**src/rtl/water_cycle_sequencer_if.sv**
```systemverilog
// Control/status bundle between the water cycle sequencer and its environment.
// Optional feature macro: WATER_FAULT_RETRY_EN (adds retry_active).
interface water_cycle_sequencer_if;
    logic       start;
    logic       abort;
    logic       clear_fault;
    logic [9:0] water_level;
    logic       error_flag;
    logic       inlet_valve;
    logic       drain_pump;
    logic       mode;
    logic       mon_reset;
    logic       busy;
    logic       done;
    logic       fault;
    logic [2:0] state;
`ifdef WATER_FAULT_RETRY_EN
    logic       retry_active;
`endif

    modport master (
        input  start, abort, clear_fault, water_level, error_flag,
        output inlet_valve, drain_pump, mode, mon_reset, busy, done, fault, state
`ifdef WATER_FAULT_RETRY_EN
        , output retry_active
`endif
    );

    modport slave (
        output start, abort, clear_fault, water_level, error_flag,
        input  inlet_valve, drain_pump, mode, mon_reset, busy, done, fault, state
`ifdef WATER_FAULT_RETRY_EN
        , input retry_active
`endif
    );
endinterface

```
**src/rtl/water_cycle_sequencer.sv**
```systemverilog
// Fill/wash/drain phase controller feeding the water flow monitor's mode and re-baseline pulse.
// Optional feature macro: WATER_FAULT_RETRY_EN (one 16-cycle retry before a sticky fault).
module water_cycle_sequencer #(
    parameter int unsigned FILL_LEVEL  = 600,
    parameter int unsigned DRAIN_LEVEL = 50,
    parameter int unsigned WASH_CYCLES = 1000
) (
    input  logic                    clk,
    input  logic                    reset_n,
    water_cycle_sequencer_if.master bus
);

    localparam logic [2:0] S_IDLE  = 3'd0;
    localparam logic [2:0] S_FILL  = 3'd1;
    localparam logic [2:0] S_WASH  = 3'd2;
    localparam logic [2:0] S_DRAIN = 3'd3;
    localparam logic [2:0] S_DONE  = 3'd4;
    localparam logic [2:0] S_FAULT = 3'd5;
`ifdef WATER_FAULT_RETRY_EN
    localparam logic [2:0]  S_RETRY    = 3'd6;
    localparam logic [31:0] RETRY_LAST = 32'd15;
`endif

    localparam logic [9:0]  FILL_LVL  = 10'(FILL_LEVEL);
    localparam logic [9:0]  DRAIN_LVL = 10'(DRAIN_LEVEL);
    localparam logic [31:0] WASH_LAST = 32'(WASH_CYCLES - 1);

    logic [2:0]  state_q, state_d;
    logic [31:0] cnt_q, cnt_d;
    logic        inlet_q, inlet_d;
    logic        pump_q, pump_d;
    logic        mode_q, mode_d;
    logic        mon_reset_q, mon_reset_d;
    logic        busy_q, busy_d;
    logic        done_q, done_d;
    logic        fault_q, fault_d;
    logic        err_ok;
    logic [2:0]  err_dest;
`ifdef WATER_FAULT_RETRY_EN
    logic        retry_used_q, retry_used_d;
    logic [2:0]  resume_q, resume_d;
    logic        retry_q, retry_d;
`endif

    // The monitor re-baselines while mon_reset is high, so its error flag is meaningless then.
    assign err_ok = bus.error_flag && !mon_reset_q;

    always_comb begin
        state_d = state_q;
`ifdef WATER_FAULT_RETRY_EN
        retry_used_d = retry_used_q;
        resume_d     = resume_q;
        err_dest     = retry_used_q ? S_FAULT : S_RETRY;
`else
        err_dest     = S_FAULT;
`endif

        case (state_q)
            S_IDLE:  if (bus.start) state_d = S_FILL;
            S_FILL: begin
                if (bus.abort)                         state_d = S_DRAIN;
                else if (bus.water_level >= FILL_LVL)  state_d = S_WASH;
                else if (err_ok)                       state_d = err_dest;
            end
            S_WASH:  if (bus.abort || cnt_q == WASH_LAST) state_d = S_DRAIN;
            S_DRAIN: begin
                if (bus.water_level <= DRAIN_LVL)      state_d = S_DONE;
                else if (err_ok)                       state_d = err_dest;
            end
            S_DONE:  state_d = S_IDLE;
            S_FAULT: if (bus.clear_fault) state_d = S_IDLE;
`ifdef WATER_FAULT_RETRY_EN
            S_RETRY: if (cnt_q == RETRY_LAST) state_d = resume_q;
`endif
            default: state_d = S_IDLE;
        endcase

`ifdef WATER_FAULT_RETRY_EN
        if (state_q == S_IDLE) retry_used_d = 1'b0;
        if (state_d == S_RETRY && state_q != S_RETRY) begin
            retry_used_d = 1'b1;
            resume_d     = state_q;
        end
`endif

        // Shared dwell counter: restarts on every state change, only runs in timed states.
        if (state_d != state_q) begin
            cnt_d = '0;
        end else if (state_q == S_WASH
`ifdef WATER_FAULT_RETRY_EN
                     || state_q == S_RETRY
`endif
                    ) begin
            cnt_d = cnt_q + 32'd1;
        end else begin
            cnt_d = cnt_q;
        end

        // Outputs decode the next state so they are valid in a state's first cycle.
        inlet_d     = (state_d == S_FILL);
        pump_d      = (state_d == S_DRAIN);
        mode_d      = (state_d == S_FILL) || (state_d == S_WASH);
        busy_d      = (state_d == S_FILL) || (state_d == S_WASH) || (state_d == S_DRAIN);
        done_d      = (state_d == S_DONE);
        fault_d     = (state_d == S_FAULT);
        mon_reset_d = ((state_d == S_FILL) || (state_d == S_DRAIN)) && (state_d != state_q);
`ifdef WATER_FAULT_RETRY_EN
        retry_d     = (state_d == S_RETRY);
`endif
    end

    always_ff @(posedge clk or negedge reset_n) begin
        if (!reset_n) begin
            state_q     <= S_IDLE;
            cnt_q       <= '0;
            inlet_q     <= 1'b0;
            pump_q      <= 1'b0;
            mode_q      <= 1'b0;
            mon_reset_q <= 1'b0;
            busy_q      <= 1'b0;
            done_q      <= 1'b0;
            fault_q     <= 1'b0;
`ifdef WATER_FAULT_RETRY_EN
            retry_used_q <= 1'b0;
            resume_q     <= S_IDLE;
            retry_q      <= 1'b0;
`endif
        end else begin
            state_q     <= state_d;
            cnt_q       <= cnt_d;
            inlet_q     <= inlet_d;
            pump_q      <= pump_d;
            mode_q      <= mode_d;
            mon_reset_q <= mon_reset_d;
            busy_q      <= busy_d;
            done_q      <= done_d;
            fault_q     <= fault_d;
`ifdef WATER_FAULT_RETRY_EN
            retry_used_q <= retry_used_d;
            resume_q     <= resume_d;
            retry_q      <= retry_d;
`endif
        end
    end

    assign bus.inlet_valve = inlet_q;
    assign bus.drain_pump  = pump_q;
    assign bus.mode        = mode_q;
    assign bus.mon_reset   = mon_reset_q;
    assign bus.busy        = busy_q;
    assign bus.done        = done_q;
    assign bus.fault       = fault_q;
    assign bus.state       = state_q;
`ifdef WATER_FAULT_RETRY_EN
    assign bus.retry_active = retry_q;
`endif

endmodule

```
**src/flat_wrapper.sv**
```systemverilog
// flat-port wrapper written by rule: the top's interface ports become plain ports
module water_cycle_sequencer_flat 
#(
    parameter int unsigned FILL_LEVEL  = 600,
    parameter int unsigned DRAIN_LEVEL = 50,
    parameter int unsigned WASH_CYCLES = 1000
)
  (clk, reset_n, bus_start, bus_abort, bus_clear_fault, bus_water_level, bus_error_flag, bus_inlet_valve, bus_drain_pump, bus_mode, bus_mon_reset, bus_busy, bus_done, bus_fault, bus_state);
  water_cycle_sequencer_if bus_i ();
  input  logic clk;
  input  logic reset_n;
  input wire logic [$bits(bus_i.start)-1:0] bus_start;
  input wire logic [$bits(bus_i.abort)-1:0] bus_abort;
  input wire logic [$bits(bus_i.clear_fault)-1:0] bus_clear_fault;
  input wire logic [$bits(bus_i.water_level)-1:0] bus_water_level;
  input wire logic [$bits(bus_i.error_flag)-1:0] bus_error_flag;
  output wire logic [$bits(bus_i.inlet_valve)-1:0] bus_inlet_valve;
  output wire logic [$bits(bus_i.drain_pump)-1:0] bus_drain_pump;
  output wire logic [$bits(bus_i.mode)-1:0] bus_mode;
  output wire logic [$bits(bus_i.mon_reset)-1:0] bus_mon_reset;
  output wire logic [$bits(bus_i.busy)-1:0] bus_busy;
  output wire logic [$bits(bus_i.done)-1:0] bus_done;
  output wire logic [$bits(bus_i.fault)-1:0] bus_fault;
  output wire logic [$bits(bus_i.state)-1:0] bus_state;
  assign bus_i.start = bus_start;
  assign bus_i.abort = bus_abort;
  assign bus_i.clear_fault = bus_clear_fault;
  assign bus_i.water_level = bus_water_level;
  assign bus_i.error_flag = bus_error_flag;
  assign bus_inlet_valve = bus_i.inlet_valve;
  assign bus_drain_pump = bus_i.drain_pump;
  assign bus_mode = bus_i.mode;
  assign bus_mon_reset = bus_i.mon_reset;
  assign bus_busy = bus_i.busy;
  assign bus_done = bus_i.done;
  assign bus_fault = bus_i.fault;
  assign bus_state = bus_i.state;
  water_cycle_sequencer #(.FILL_LEVEL(FILL_LEVEL), .DRAIN_LEVEL(DRAIN_LEVEL), .WASH_CYCLES(WASH_CYCLES)) u_core (.clk(clk), .reset_n(reset_n), .bus(bus_i));
endmodule
```
**config.mk**
```make
export PLATFORM = sky130hd
export DESIGN_NAME = water_cycle_sequencer_flat
export DESIGN_NICKNAME = d
export VERILOG_FILES = /design/src/rtl/water_cycle_sequencer_if.sv /design/src/rtl/water_cycle_sequencer.sv /design/src/flat_wrapper.sv
export SDC_FILE = /design/constraint.sdc
export NUM_CORES = 1
export LEC_CHECK = 0
export CORE_AREA = 2 2 55 82
export DETAILED_ROUTE_END_ITERATION = 10
export DIE_AREA = 0 0 57 84
export DONT_BUFFER_PORTS = 1
export GPL_ROUTABILITY_DRIVEN = 0
export PLACE_DENSITY = 0.72
export SYNTH_ARGS = -nofsm -noshare
export SYNTH_HDL_FRONTEND = slang
export SYNTH_SLANG_ARGS = --single-unit
```
**constraint.sdc**
```tcl
create_clock -name clk -period 2.2 [get_ports clk]
set_input_delay 0.44 -clock clk [delete_from_list [all_inputs] [get_ports clk]]
set_output_delay 0.44 -clock clk [all_outputs]
set_load 0.02 [all_outputs]
```
# After elaboration in Yosys (flattened, before gate mapping)
# Cells that the tools add are included.
# W data, S select, Z words.
# word_totals
in_bits,16
register_bits,42
# classes
n_reduce_logical,9
mux,10
n_addsub,1
n_lt_le_gt_ge,2
eq_ne,11
# ops
operator,n
$mux W32,2
$add A32 B1 Y32 const B,1
$eq A32 B10 Y1 const B,1
$mux W3,7
$pmux W3 S5,1
$eq A3 B2 Y1 const B,4
$ge A10 B10 Y1 const B,1
$le A10 B6 Y1 const B,1
$eq A3 B3 Y1 const B,3
$eq A3 B1 Y1 const B,2
$logic_or A1 B1 Y1,4
$logic_not A3 Y1,1
$ne A3 B3 Y1,1
$logic_and A1 B1 Y1,2
$reduce_bool A2 Y1,1
$logic_not A1 Y1,1

# Logic depth before layout (Yosys ltp)
# depth
ltp_word,9
ltp_mapped,9
mapped_depth_nobuf,7

# Least setup slack after synthesis
# OpenSTA, ideal clock, no wires.
# synth_path
path_type,reg-to-reg
from,reg u_core.state_q[1] (netlist: u_core.bus.state[1])
to,reg u_core.cnt_q[27]
arrival_time_ns,2.105
setup_slack_ns,-0.025
required_ns,2.080
period_less_slack_ns,2.225
stages_incl_launch_ff,10
path_cell_list,dfrtp_1 > buf_6 > or3b_1 > buf_6 > nor4_4 > and3_1 > buf_4 > and4_1 > xnor2_1 > nor2_2
# synth_between
elab_chain_len,6
word_cells_on_any_way,16
# synth_rtl
element,line,text
"start, declared",water_cycle_sequencer.sv:28,"logic [2:0] state_q, state_d;"
"start signal, assigned",water_cycle_sequencer.sv:129,state_q <= state_d;
$mux W3,"water_cycle_sequencer.sv:63, water_cycle_sequencer.sv:68",
$mux W3,water_cycle_sequencer.sv:62,else if (bus.water_level >= FILL_LVL) state_d = S_WASH;
$mux W3,water_cycle_sequencer.sv:61,if (bus.abort) state_d = S_DRAIN;
$pmux W3 S5,water_cycle_sequencer.sv:58,case (state_q)
$ne A3 B3 Y1,water_cycle_sequencer.sv:87,if (state_d != state_q) begin
$mux W32 or $reduce_bool A2 Y1 (tied branches),--,
"end signal, assigned",water_cycle_sequencer.sv:130,cnt_q <= cnt_d;
"end, declared",water_cycle_sequencer.sv:29,"logic [31:0] cnt_q, cnt_d;"
# Parallel ways exist; a longest one is shown, timed or not.
# A chain may end at the register's enable or synchronous reset.

# Worst setup path in the final report
# layout_path
from,reg u_core.state_q[0] (netlist: u_core.bus.state[0])
to,reg u_core.cnt_q[27]
# Same word-level chain as after synthesis.

==> run_results.csv <==
group,metric,value,unit
synth,synth_cell_types,45,
critical_path,endpoint_kind,"flop",
synth,syn_avg_cell_area,9.631,um2
final_layout,layout-drive-gt1-share,12.55,%
synth,synth_ff_type,"dfrtp_1",
final_layout,syn_to_final_growth,10.26,%
floorplanning,die_w,57,um
power,worst_ir_drop_vdd,0.0009686,V
clocking,clockBufferDepth,2,
synth,synth_nets,245,
global_routing,grt_pass1_vias,1732,
placed_design,dpl.hpwl,3.045,mm
floorplanning,die-area,0.004788,mm2
route,drc,0,
clocking,cts-root-buf,"clkbuf_8",
clocking,cts_sinks,42,
floorplanning,die_y,84,um
critical_path,crit_chain,"or3b_1 -> nor4_4 -> and3_2 -> and4_1 -> xnor2_1 -> nor2_2",
route,vias,1612,
sta,slew_viol_final,0,
critical_path,slowest_delay,0.52,ns
clocking,clk_pin_slew,0.09,ns
synth,synth-xor-area-share,12.36,%
floorplanning,core,0.004136,mm2
sta,final-hold-violation-count,0,
synth,synthesis.area,0.002196,mm2
power,total_power,2380,uW
global_routing,antenna_found_initial,0,
floorplanning,io_pins,26,
synth,synth_compound_area_share,6.838,%
synth,ys_seq_area_share,47.86,%
critical_path,critical-path-slowest-cell,"or3b_1",
route,ant_nets,0,
final_layout,n_antenna_cell,0,
synth,muxShareOfSynthArea,0.4558,%
placed_design,io_buffers,0,
synth,ys_ff_latch,42,
power,powerDensity,983.0,mW/mm2
hold_path,worstHoldPathType,"in -> reg",
final_layout,final_cell_mix,"nor2_1, dfrtp_1, xor2_1",
synth,ys.warnings.count,0,
critical_path,critPathKind,"reg -> reg",
clocking,htree_levels,2,
sta,fmax,477.4,MHz
sta,tightest_slew,0.3229,ns
run,drv_cap,0,
critical_path,cp_data_required_time,2.40,ns
synth,synth_edf_count,0,
final_layout,layout_commonest_cell,"nor2_1",
sta,finalCritPeriodShare,95.20,%
route,drtIter0Drc,31,
global_routing,grt_max_degree,43,
route,firstDrtPassIters,4,
synth,ys_async_sr_fraction,100.0,%
synth,synthCells,228,
power,leakagePower,0.001023,uW
synth,synth_top_family_by_area,"simple AND/OR/NAND/NOR gates",
sta,fin_crit,2.094,ns
route,routed_wl,4.214,mm
clocking,postCtsSetupBuffers,0,
run_status,status,"finished clean",
route,wire_per_inst,14.79,um
final_layout,fin_nets,255,
final_layout,postLayoutCoreUtil,58.53,%
floorplanning,start_util,53.09,%
sta,fin_worst_skew,0.01115,ns
clocking,numCtsBuffers,5,
critical_path,crit_arrival,2.30,ns
route,viasPerCell,5.656,
global_routing,grt_overflow,0,
synth,synth_simple_gate_area_share,28.49,%
global_routing,grt.total_usage,20.03,%
synth,synth-adder-area-share,0.5698,%
placed_design,dpl-instance-area,0.002290,mm2
critical_path,start_kind,"flop",
floorplanning,rows,29,
clocking,clk_latency,0.31,ns
global_routing,grt_pass1_wl,7.438,mm
final_layout,final_cell_area,0.002421,mm2
critical_path,critPathMaxFanout,6,
clocking,cts_tree,"done",
sta,slew-limit-headroom,78.17,%
sta,setup_violations,0,
## stage by stage
stage               setup slack (ns)   TNS, ns  hold WS [ns]  cells
floorplan                    0.03055         0        0.1444    228
global placement              0.1272         0        0.1459    275
detailed placement            0.1068         0        0.1458    275
CTS                          0.08637         0        0.4446    285
global route                -0.02610  -0.02610        0.4752    285
finish                        0.1055         0        0.4474    285
## worst paths after layout
path                                          start                  end  slack, ns  cells past startpoint
worst max-delay path            u_core.bus.state[0]     u_core.cnt_q[27]       0.11                      6
worst min-delay path             bus_water_level[9]      u_core.bus.done       0.45                      4
worst max register to register  u_core.bus.state[0]     u_core.cnt_q[27]       0.11                      6
worst min register to register     u_core.cnt_q[31]     u_core.cnt_q[31]       0.56                      2
max in group asynchronous                   reset_n  u_core.bus.state[1]       1.40                      2
min in group asynchronous                   reset_n     u_core.cnt_q[12]       0.58                      2
## logic make-up (layout without fill, tap and decap cells)
family          count (synthesis)  in the layout
simple gates                  118            118
flops                          42             42
xor+xnor                       31             31
compound gates                 21             21
buf+inv                        14             25
fa+ha+maj                       1              1
mux                             1              1
## cells in the mapped netlist (2+ instances only)
cell,number,share of area (%)
a211oi_1,2,0.68
a21oi_1,3,0.68
a311o_1,2,0.91
a31oi_1,2,0.57
and2_1,2,0.57
and3_1,5,1.4
and4_1,3,1.2
buf_2,3,0.68
buf_6,2,1.0
clkbuf_1,4,0.68
dfrtp_1,42,48
inv_1,4,0.68
nand2_1,16,2.7
nand3_1,11,2.5
nand3b_1,2,0.68
nand4_1,9,2.6
nor2_1,43,7.4
nor2b_1,3,0.85
nor3_1,5,1.1
nor4_1,6,1.7
nor4_4,2,1.9
o21a_1,2,0.68
o21ai_0,3,0.68
or2_2,2,0.57
xnor2_1,13,5.2
xor2_1,18,7.2
## power by group
| group | internal (uW) | switching (uW) |
|---|---|---|
| Sequential | 860 | 98.1 |
| Clock | 235 | 299 |
| Combinational | 331 | 556 |
| Total | 1430 | 953 |
## layer usage
metal	vias to the layer above	GRT usage (%)	routed length [um]
met3	8	4.031	159
met4	0	9.937	106
li1	807	-	-
met1	765	21.90	1667
met5	-	0	0
met2	32	35.63	2281
## repair_timing
| action | 4_1_cts | 5_1_grt |
|---|---|---|
| hold buffers | 2 | 0 |
| endpoints found under the setup margin | 0 | 2 |
| gates resized for setup | 0 | 2 |
| endpoints found under the hold margin | 42 | 0 |
## layout make-up
type	count	area, um2
clock inverters	3	26.28
flip-flops and latches	42	1052
clock buffers	5	68.82
multi-input cells	172	1076
fillers	371	1715
inverters	4	15.01
well taps	46	57.56
repair buffers	13	125.1
## registers in the layout (all words and copies together), names as in the netlist
register	flops
u_core.bus.busy	1
u_core.bus.done	1
u_core.bus.drain_pump	1
u_core.bus.fault	1
u_core.bus.inlet_valve	1
u_core.bus.mode	1
u_core.bus.mon_reset	1
u_core.bus.state	3
u_core.cnt_q	32
## worst max-delay path, delay by kind of cell, from the launching register on
kind	cells	cell delay, ns
and+or+nand+nor	5	1.45
DFF	1	0.40
xor gates and xnor gates	1	0.14
No activity file was read; power rests on OpenSTA's default activity.
